<file path="src/rtl/spi_master_ctrl.sv">
// spi_master_ctrl
// SPI master (mode 0, MSB first, 8-bit) that lives in the 68k IIC/SPI
// register window. Holds the CPU-visible register file, the SCLK divider
// and the byte-shift sequencer, and generates DTACK_L and the interrupt.
//
// Ports
//   Clk       system clock
//   Reset_H   asynchronous active-high reset
//   Enable_H  window select, high for the whole bus cycle
//   Address   CPU A[3:1] register select
//   WE_L      CPU R/W, low = write
//   DataIn    CPU write data
//   DataOut   registered read data, 0 while not selected
//   DTACK_L   data acknowledge to the CPU
//   IRQ_L     transfer-complete interrupt, active low
//   SCLK      SPI clock
//   MOSI      SPI data out
//   MISO      SPI data in, sampled as SCLK rises
//   SS_L      active-low slave selects
module spi_master_ctrl #(
    parameter logic [7:0] DIV_RESET = 8'd24,
    parameter int         NUM_SS    = 8
) (
    input  logic              Clk,
    input  logic              Reset_H,
    input  logic              Enable_H,
    input  logic [2:0]        Address,
    input  logic              WE_L,
    input  logic [7:0]        DataIn,
    output logic [7:0]        DataOut,
    output logic              DTACK_L,
    output logic              IRQ_L,
    output logic              SCLK,
    output logic              MOSI,
    input  logic              MISO,
    output logic [NUM_SS-1:0] SS_L
);

    typedef enum logic [1:0] {
        IDLE,
        SHIFT_LO,
        SHIFT_HI,
        DONE
    } SpiState;

    SpiState     state_q, state_d;
    logic [7:0]  cnt_q, cnt_d;
    logic [2:0]  bitCnt_q, bitCnt_d;
    logic [7:0]  shiftReg_q, shiftReg_d;
    logic        sclk_q, sclk_d;
    logic        misoBit_q, misoBit_d;
    logic        ie_q, ie_d;
    logic        en_q, en_d;
    logic        spif_q, spif_d;
    logic        wcol_q, wcol_d;
    logic [7:0]  data_q, data_d;
    logic [7:0]  div_q, div_d;
    logic [7:0]  ssReg_q, ssReg_d;
    logic [7:0]  dataOut_q, dataOut_d;
    logic        dtackL_q, dtackL_d;
    logic        irqL_q, irqL_d;
    logic        enPrev_q;

    logic        access;
    logic        busy;
    logic [7:0]  readData;

    // An access is the first clock of a bus cycle; holding Enable_H longer
    // must not repeat the register action.
    assign access = Enable_H & ~enPrev_q;
    assign busy   = (state_q != IDLE);

    // Read multiplexer, captured into DataOut on the access clock.
    always_comb begin
        readData = 8'h00;
        case (Address)
            3'd0:    readData = {ie_q, en_q, 6'b000000};
            3'd1:    readData = {spif_q, wcol_q, 5'b00000, busy};
            3'd2:    readData = data_q;
            3'd3:    readData = div_q;
            3'd4:    readData = ssReg_q;
            default: readData = 8'h00;
        endcase
    end

    // Next-state logic: bus register actions first, then the sequencer, so
    // that a SPIF set from DONE overrides a clear from the same clock.
    // MISO is parked in misoBit_q at the rising SCLK and only shifted in at
    // the falling edge, because the LSB still holds a TX bit until then.
    always_comb begin
        state_d    = state_q;
        cnt_d      = cnt_q;
        bitCnt_d   = bitCnt_q;
        shiftReg_d = shiftReg_q;
        sclk_d     = sclk_q;
        misoBit_d  = misoBit_q;
        ie_d       = ie_q;
        en_d       = en_q;
        spif_d     = spif_q;
        wcol_d     = wcol_q;
        data_d     = data_q;
        div_d      = div_q;
        ssReg_d    = ssReg_q;
        dataOut_d  = dataOut_q;
        dtackL_d   = ~(Enable_H & enPrev_q);
        irqL_d     = ~(ie_q & spif_q);

        if (!Enable_H) begin
            dataOut_d = 8'h00;
        end else if (access) begin
            dataOut_d = readData;
        end

        if (access && !WE_L) begin
            case (Address)
                3'd0: begin
                    ie_d = DataIn[7];
                    en_d = DataIn[6];
                end
                3'd1: begin
                    if (DataIn[7]) spif_d = 1'b0;
                    if (DataIn[6]) wcol_d = 1'b0;
                end
                3'd2: begin
                    if (busy) begin
                        wcol_d = 1'b1;
                    end else if (en_q) begin
                        shiftReg_d = DataIn;
                        cnt_d      = div_q;
                        bitCnt_d   = 3'd0;
                        sclk_d     = 1'b0;
                        state_d    = SHIFT_LO;
                    end else begin
                        data_d = DataIn;
                    end
                end
                3'd3:    div_d   = DataIn;
                3'd4:    ssReg_d = DataIn;
                default: ;
            endcase
        end else if (access && WE_L && Address == 3'd2) begin
            spif_d = 1'b0;
        end

        if (busy && !en_q) begin
            state_d = IDLE;
            sclk_d  = 1'b0;
        end else begin
            case (state_q)
                SHIFT_LO: begin
                    if (cnt_q == 8'd0) begin
                        state_d   = SHIFT_HI;
                        sclk_d    = 1'b1;
                        misoBit_d = MISO;
                        cnt_d     = div_q;
                    end else begin
                        cnt_d = cnt_q - 8'd1;
                    end
                end
                SHIFT_HI: begin
                    if (cnt_q == 8'd0) begin
                        sclk_d = 1'b0;
                        if (bitCnt_q == 3'd7) begin
                            state_d = DONE;
                            data_d  = {shiftReg_q[6:0], misoBit_q};
                        end else begin
                            state_d    = SHIFT_LO;
                            shiftReg_d = {shiftReg_q[6:0], misoBit_q};
                            bitCnt_d   = bitCnt_q + 3'd1;
                            cnt_d      = div_q;
                        end
                    end else begin
                        cnt_d = cnt_q - 8'd1;
                    end
                end
                DONE: begin
                    state_d = IDLE;
                    spif_d  = 1'b1;
                end
                default: ;
            endcase
        end
    end

    // State and register file.
    always_ff @(posedge Clk or posedge Reset_H) begin
        if (Reset_H) begin
            state_q    <= IDLE;
            cnt_q      <= 8'd0;
            bitCnt_q   <= 3'd0;
            shiftReg_q <= 8'h00;
            sclk_q     <= 1'b0;
            misoBit_q  <= 1'b0;
            ie_q       <= 1'b0;
            en_q       <= 1'b0;
            spif_q     <= 1'b0;
            wcol_q     <= 1'b0;
            data_q     <= 8'h00;
            div_q      <= DIV_RESET;
            ssReg_q    <= 8'h00;
            dataOut_q  <= 8'h00;
            dtackL_q   <= 1'b1;
            irqL_q     <= 1'b1;
            enPrev_q   <= 1'b0;
        end else begin
            state_q    <= state_d;
            cnt_q      <= cnt_d;
            bitCnt_q   <= bitCnt_d;
            shiftReg_q <= shiftReg_d;
            sclk_q     <= sclk_d;
            misoBit_q  <= misoBit_d;
            ie_q       <= ie_d;
            en_q       <= en_d;
            spif_q     <= spif_d;
            wcol_q     <= wcol_d;
            data_q     <= data_d;
            div_q      <= div_d;
            ssReg_q    <= ssReg_d;
            dataOut_q  <= dataOut_d;
            dtackL_q   <= dtackL_d;
            irqL_q     <= irqL_d;
            enPrev_q   <= Enable_H;
        end
    end

    // MOSI is simply the top of the shift register, so it holds its last
    // bit after DONE or an abort.
    assign DataOut = dataOut_q;
    assign DTACK_L = dtackL_q;
    assign IRQ_L   = irqL_q;
    assign SCLK    = sclk_q;
    assign MOSI    = shiftReg_q[7];
    assign SS_L    = ~ssReg_q[NUM_SS-1:0];

endmodule
</file>
<file path="config.mk">
export PLATFORM = sky130hd
export DESIGN_NAME = spi_master_ctrl
export DESIGN_NICKNAME = d
export VERILOG_FILES = /design/src/rtl/spi_master_ctrl.sv
export SDC_FILE = /design/constraint.sdc
export NUM_CORES = 1
export LEC_CHECK = 0
export BUFFER_PORTS_ARGS = -buffer_cell sky130_fd_sc_hd__buf_2
export CELL_PAD_IN_SITES_DETAIL_PLACEMENT = 1
export CELL_PAD_IN_SITES_GLOBAL_PLACEMENT = 1
export CORE_UTILIZATION = 40
export DETAILED_ROUTE_END_ITERATION = 8
export PLACE_DENSITY = 0.73
export SLEW_MARGIN = 20
export SYNTH_ARGS = -nofsm -noshare
export SYNTH_HDL_FRONTEND = slang
export SYNTH_SLANG_ARGS = --single-unit
</file>
<file path="constraint.sdc">
create_clock -name Clk -period 6 [get_ports Clk]
set_clock_uncertainty 0.2 [all_clocks]
set_input_delay 1.2 -clock Clk [delete_from_list [all_inputs] [get_ports Clk]]
set_output_delay 1.2 -clock Clk [all_outputs]
set_load 0.01 [all_outputs]
</file>
### Word-level counts from Yosys, hierarchy flattened

Cells that the tools add are included.

* logic and storage cells: 115
* output and inout port bits: 20
* bits of input ports: 16
* register bits: 62

* add/sub/neg operators: 2
* mux-type cells: 62
* bitwise operators: 8
* equality and inequality tests: 11
* reduce and logical (&&, ||, !) cells: 15

Operators by type and width (count)
* $mux 8: 26
* $pmux 8 s5: 1
* $mux 3: 8
* $mux 2: 8
* $pmux 8 s2: 1
* $mux 1: 15
* $logic_not 8->1: 1
* $not 8->8: 1
* $sub 8x1->8 const B: 1
* $eq 3x2->1 const B: 2
* $eq 3x3->1 const B: 2
* $pmux 2 s3: 1
* $reduce_and 2->1: 3
* $eq 2x2->1 const B: 2
* $logic_and 1x1->1: 4
* $ne 2x2->1 const B: 2
* $not 1->1: 4
* $pmux 1 s2: 2
* $reduce_and 4->1: 1
* $reduce_bool 2->1: 2
* $add 3x1->3 const B: 1
* $and 1x1->1: 3
* $eq 3x1->1 const B: 1
* $logic_not 3->1: 1
* other kinds (4): 5

### Logic depth before layout (Yosys ltp)

Gate-level depths: netlist of the first run.

* depth in word-level cells: 8
* gate-level depth with buffers: 9
* depth with buffers taken out: 7

### Worst setup path after synthesis of the first run

OpenSTA, ideal clock, no wires.

* path kind: input to register
* from: input port Address[0]
* to: register cnt_q[5]
* arrival: 2.351 ns
* buffers on the path: 2
* cell stages on the path: 7
* setup time: 0.118 ns
* slack: 3.331 ns
* path through: buf_2 -> nor3b_2 -> nand4_1 -> buf_2 -> nand2_1 -> o32ai_1 -> a21o_1

* cells in the longest elaborated chain, start to end: 7

Ends and longest elaborated chain
* from (decl): line 27 `input logic [2:0] Address,`
* $eq 3x2->1 *: line 115 `case (Address)`
* $mux 8 *: line 115
* $mux 8 *: line 114 `if (access && !WE_L) begin`
* $mux 8: line 163 `if (bitCnt_q == 3'd7) begin`
* $mux 8: line 161 `if (cnt_q == 8'd0) begin`
* $pmux 8 s2: line 149 `case (state_q)`
* $mux 8 *: line 145 `if (busy && !en_q) begin`
* named net cnt_d[5]: line 47 `logic [7:0] cnt_q, cnt_d;`
* to (signal assigned): line 207 `cnt_q <= cnt_d;`
* to (decl): line 47

The timed path passes the listed nets; every way through them passes the cells marked *.
A chain may end at the register's enable or synchronous reset.

### Worst setup path in the final report of the first run

* from: input port Address[0]
* to: register data_q[2]

* cells in the longest elaborated chain, start to end: 7

Ends and longest elaborated chain
* $eq 3x2->1 *: line 115
* $mux 8 *: line 115
* $mux 8 *: line 114
* $mux 8: line 163
* $mux 8: line 161
* $mux 8: line 149
* $mux 8 *: line 145
* named net data_d[2]: line 56 `logic [7:0] data_q, data_d;`
* to (signal assigned): line 216 `data_q <= data_d;`
* to (decl): line 56

Marks and branches as above.

==> summary.txt, run 1 <==
Run status
  – Outcome: completed

Timing
  – Fmax: about 0.36 GHz
  – Max Slew Vio Count: 0
  – Worst-Margin Slew: 806.1 ps
  – Slew margin rel.: 0.4626
  – Final Hold Fails: 0
  – Worst setup margin: 3223 ps
  – Hold slack: approximately 250 ps
  – Final setup viols: 0
  – RSZ-0062 raised after global routing: no
  – Total Neg Setup Slack: 0 ps
  – Fin crit period: between 2000 and 3000 ps
  – Final Cycle Share: 0.4629

Min path
  – Hold path startpoint: ie_q
  – HP Class: flop to flop
  – Worst hold path cell count: 1
  – Hold Path End: IRQ_L

Layout
  – Non-Filler Cell Area, Final: between 3000 and 4000 um^2
  – Final Util: 0.4648
  – Filler-free cell count of the finished design: 468
  – # diodes: 0
  – Layout area overhead: 13.36%
  – Layout cell share with drive strength beyond 1: 0.2562
  – Nets: 383

Critical path
  – Worst reg2reg path depth: 7
  – Worst EP required: roughly 6000 ps
  – Crit-path max FO: 15
  – FF-to-FF setup slack: roughly 3400 ps
  – WP data arrival: approximately 2800 ps
  – Setup CP Type: input pin to flop
  – Crit Reg-Reg Startpoint: cnt_q[0]
  – FF-to-FF End: bitCnt_q[1]
  – Critical path capture point type: flop
  – Startpoint Class: input pin

Placed design
  – IO buf count: 35
  – Placed Area: between 3000 and 4000 um^2
  – Routability cong.: roughly 0.78
  – Inst Count DP: 452
  – Post-Place Setup Slack: 2899 ps
  – Dpl hpwl: approximately 5800 um

Clocking
  – # hold bufs at CTS: 0
  – Clock sink total: 62
  – TritonCTS buffer count: 9
  – CTS root buf: clkbuf_8
  – H-Tree Depth: 3
  – Worst-path clk slew: around 70 ps
  – Max clock buf depth: 2
  – CTS resizes: 0
  – Post-CTS Setup Repair Bufs: 0
  – Clk Latency, worst-skew pair: 340 ps
  – CTS tree: built

Job
  – MaxCap Viol Count: 0

Power and ir drop
  – Power Internal: 935.0 uW
  – Seq pwr share: 0.392
  – Combinational share of power: 0.333
  – Leakage power: 1.768 nW
  – Power, Total: 1.484 mW
  – Clock network power share: 0.275
  – Max VDD drop: approximately 120 uV
  – Net Sw Power: ~550 uW
  – Power per Cell Area: around 390 nW/um^2
  – Sw Share: 0.3700

Global routing
  – Met3 Track Usage GR: 0.03577
  – Initial antenna violation count: 0
  – GRT Total Usage: 0.2047
  – Met2 global-route usage: 0.3401
  – Congestion Overflow GR: 0
  – Largest net degree at the start of global routing: 63
  – First-pass GRT wire length: ~14000 um
  – Vias in the first global route: ~2700
  – Met1 Usage GRT: 0.2640
  – Gr busiest metal: met2

Route
  – Post-DRT Antenna Nets: 0
  – DRT Pass-1 Iters: 4
  – Total Routed Length: approximately 8200 um
  – DR DRC count: 0
  – Via count: approximately 2600
  – Post-DR vias/cell: roughly 5.5
  – Iteration-0 DRC Markers: about 140
  – Avg WL per Cell: approximately 17 um

Logic synthesis
  – Yosys top cell by area: dfrtp_1
  – Mean Syn Cell Area: between 10 and 15 um^2
  – Sequential fraction of the synthesis area: 0.4644
  – Number of flops mapped to enable cells by yosys: 0
  – Synthesized cell area: around 3400 um^2
  – Synth top area share: 0.4330
  – Mapped Cells: 323
  – YS warnings: 0
  – Syn nets: between 300 and 400
  – Ys async rst share: 1.000
  – Ys flop type: dfrtp_1
  – Area contributors post-synth: dfrtp_1, mux2i_1, mux2_2
  – Unique cell type count in the Yosys netlist: 49
  – #FFs+latches synth: 62

Die
  – Die Span Y: about 94 um
  – Die Wd: 93.54 um
  – Die area: between 8000 and 9000 um^2
  – Area of the core: 8175 um^2
  – IO Pins: 36
  – Cell Rows: 33
  – Starting Density: 0.4100
[worst max-delay path by stage]
| stage | startpoint | end | slack, ps | cells after the start |
|---|---|---|---|---|
| detailed placement | Address[0] | data_q[0] | 2900 | 5 |
| global placement | Address[0] | data_q[4] | 3030 | 5 |
| finish | Address[0] | data_q[2] | 3220 | 5 |
| CTS | Address[0] | data_q[0] | 3240 | 5 |
| floorplan | Reset_H | DataOut[0] | 3070 | 1 |
| global route | Address[1] | data_q[2] | 3090 | 5 |
[cells in the final DEF (no fill, tap or decap), types with 7 or more instances in the layout]
master,n
clkbuf_8,9
inv_1,21
nand2_1,25
a21oi_1,20
ha_1,9
nor2_1,29
nor3_1,7
o21ai_0,25
buf_2,35
dfrtp_1,58
mux2i_1,27
mux2_2,20
[flip-flops by register name (all words and copies together), names as in the netlist, 2 cells and up]
| register | count |
|---|---|
| data_q | 8 |
| state_q | 2 |
| shiftReg_q | 8 |
| bitCnt_q | 3 |
| div_q | 8 |
| ssReg_q | 8 |
| DataOut | 8 |
| cnt_q | 8 |
[critical path: stages]
cell      delay (ps)
buf_2            220
nor3b_2          310
nand4b_1         570
mux2i_1          340
o21ai_0          120
[logic make-up (layout without fill, tap and decap cells)]
family,Yosys count,count (layout),synth area share
muxes,49,49,0.1613
AOI/OAI and AO/OA,72,72,0.1333
and+or+nand+nor,91,91,0.1452
xor gates and xnor gates,4,4,0.01045
buffers and inverters,36,76,0.05188
adders and majority gates,9,9,0.03360
DFF,62,62,0.4644
[routing by layer]
metal,vias to the layer above,share of wire
met4,0,0.017
met5,-,0
li1,1217,-
met1,1313,0.46
met2,34,0.50
met3,13,0.023
[power by group through the flow]
| stage | clock network [mW] | logic [mW] | registers [mW] |
|---|---|---|---|
| 3_5_place_dp | 0 | 0.491 | 0.590 |
| 5_1_grt | 0.436 | 0.553 | 0.593 |
| 4_1_cts | 0.416 | 0.497 | 0.582 |
| 3_3_place_gp | 0 | 0.466 | 0.586 |
| 6_report | 0.408 | 0.494 | 0.582 |
| 2_1_floorplan | 0 | 0.387 | 0.564 |
[final cells by class]
class / count / area [um^2]
flip-flops and latches: 62 / 1556
repair buffers: 37 / 190.2
clock buffers: 10 / 127.6
clock inverters: 6 / 86.33
inverters: 23 / 86.33
well taps: 105 / 131.4
fillers: 930 / 4375
multi-input cells: 225 / 1622
[cells in the mapped netlist (3+ instances only)]
master and count:
dfrtp_1 58, nor2_1 29, mux2i_1 27, nand2_1 25, o21ai_0 25, inv_1 22
a21oi_1 20, mux2_2 20, ha_1 9, nor3_1 7, a31oi_1 6, nand3_1 6
buf_2 5, o22ai_1 5, clkbuf_1 4, dfstp_2 4, a32oi_1 3, and2_1 3
buf_6 3, or2_2 3
No activity file was read; power rests on OpenSTA's default activity.
==> run 2, diff against run 1 <==
- clock period: 6 -> 2.8 ns (I/O delays scaled with it)
==> run 2 against run 1 <==
Global-route usage grew 0.40 points. Wire length grew 2.4%. Power grew 120%. First-iteration DRC count shrank 17%. Flip-flop and latch count is the same. Combinational power grew 110%. Critical path type is now flop to flop. Largest cell class unchanged. Die area is the same. Clock-buffer cell count shrank 1.
==> summary.txt, run 2 (synthesis results as in run 1) <==
Power and ir drop
  – Leakage power: roughly 1.8 nW
  – Max VDD drop: around 300 uV
  – Power per Cell Area: ~850 nW/um^2
  – Power, Total: 3.299 mW

Critical path
  – Worst EP required: around 2800 ps
  – Crit-path max FO: 7
  – WP data arrival: 2400 ps
  – Crit path cell chain: inv_1, ha_1, or2_2, nand2_1, a31oi_4, o32ai_2, a211o_1
  – Crit path max-delay family: compound AO/OA/AOI/OAI gates
  – Critical-path top delay cell: dfrtp_1
  – Setup CP Type: flop to flop
  – Startpoint Class: flop
  – Critical path capture point type: flop
  – WP buf/inv: 1
  – CP max stage delay: roughly 420 ps

Placed design
  – Inst Count DP: around 460
  – IO buf count: 35
  – Dpl hpwl: roughly 6100 um
  – Routability cong.: between 0.8 and 0.9

Global routing
  – First-pass GRT wire length: roughly 14000 um
  – GRT Total Usage: 0.2086
  – Largest net degree at the start of global routing: 27
  – Vias in the first global route: 2721
  – Initial antenna violation count: 0
  – Congestion Overflow GR: 0

Die
  – IO Pins: 36
  – Die Span Y: between 90 and 100 um
  – Die Wd: between 90 and 100 um
  – Die area: 8750 um^2
  – Cell Rows: 33
  – Area of the core: ~8200 um^2
  – Starting Density: 0.4100

Layout
  – Nets: 390
  – Layout area overhead: 15.86%
  – Footprint of the multi-input gates: between 1500 and 2000 um^2
  – Layout cell share with drive strength beyond 1: 0.2730
  – Filler cells: 940
  – # diodes: 0
  – Most common cell after layout, fill and taps aside: dfrtp_1
  – Sequential cell area: 1556 um^2
  – Filler-free cell count of the finished design: between 400 and 500
  – Commonest non-fill, non-tap cells in the layout: dfrtp_1, buf_2, nor2_1, mux2i_1

Route
  – Post-DR vias/cell: 5.526
  – Via count: approximately 2600
  – Avg WL per Cell: between 15 and 20 um
  – Post-DRT Antenna Nets: 0
  – DR DRC count: 0
  – Total Routed Length: between 8000 and 9000 um
  – DRT Pass-1 Iters: 4
  – Iteration-0 DRC Markers: roughly 120

Job
  – MaxCap Viol Count: 0

Timing
  – Final Cycle Share: 0.8484
  – Final setup viols: 0
  – Worst-Margin Slew: between 600 and 700 ps
  – Final Hold Fails: 0
  – Fmax: around 0.42 GHz
  – Max Slew Vio Count: 0
  – Fin crit period: roughly 2400 ps
  – Slew margin rel.: 0.5834
  – RSZ-0062 raised after global routing: no
  – Total Neg Setup Slack: 0 ps

Run status
  – Outcome: completed

Min path
  – HP Class: input pin to asynchronous set/reset pin

Clocking
  – TritonCTS buffer count: 9
  – # hold bufs at CTS: 0
  – CTS resizes: 0
  – Clk Latency, worst-skew pair: between 300 and 400 ps
  – Post-CTS Setup Repair Bufs: 0
  – Worst-path clk slew: approximately 80 ps
  – Max clock buf depth: 2
  – CTS root buf: clkbuf_8
  – Clock sink total: just over 60
  – CTS tree: built
  – H-Tree Depth: 3
## run 2: changes by cell type in the layout (fill, tap and decap cells not counted), sizes merged
cell / before / now
buf: 37 / 44
clkinvlp: 1 / 0
clkbuf: 10 / 9
bufinv: 2 / 3
inv: 23 / 24
## run 2: power breakdown
| part | switching, mW | internal [mW] |
|---|---|---|
| sequential | 0.181 | 1.07 |
| clock | 0.390 | 0.596 |
| combinational | 0.619 | 0.444 |
## run 2: routing by layer
| layer | vias up | wire (um) | track usage |
|---|---|---|---|
| met5 | - | 0 | 0 |
| met2 | 37 | 4318 | 0.3609 |
| met4 | 0 | 129 | 0.07692 |
| met1 | 1347 | 3683 | 0.2573 |
| li1 | 1229 | - | - |
| met3 | 12 | 240 | 0.03984 |
## run 2: final cells by class
type	count	share of cell area
clock inverters	7	0.03125
flip-flops and latches	62	0.4008
clock buffers	9	0.03189
multi-input cells	225	0.4175
inverters	23	0.02223
repair buffers	44	0.06250
well taps	105	0.03383
## run 2: path summary, 6_finish.rpt
kind                            start          to  slack [ps]  cells after the start
max                        state_q[0]    cnt_q[6]         420                      7
min                           Reset_H  ssReg_q[4]          60                      2
max reg2reg                state_q[0]    cnt_q[6]         420                      7
min reg2reg                      ie_q       IRQ_L         240                      1
max in group asynchronous     Reset_H       IRQ_L        1610                      3
min in group Clk             Enable_H    enPrev_q         180                      1
## run 2: per-stage QoR
stage	setup WS, ps	hold WS, ps	area [um^2]	util
final	424.4	61.64	3884	0.4751
after global routing	237.6	86.63	3884	0.4751
after CTS	430.1	70.07	3884	0.4751
after detailed placement	319.4	222.6	3638	0.4451
after global placement	404.1	219.8	3638	0.4451
after floorplan	505.2	182.8	3352	-
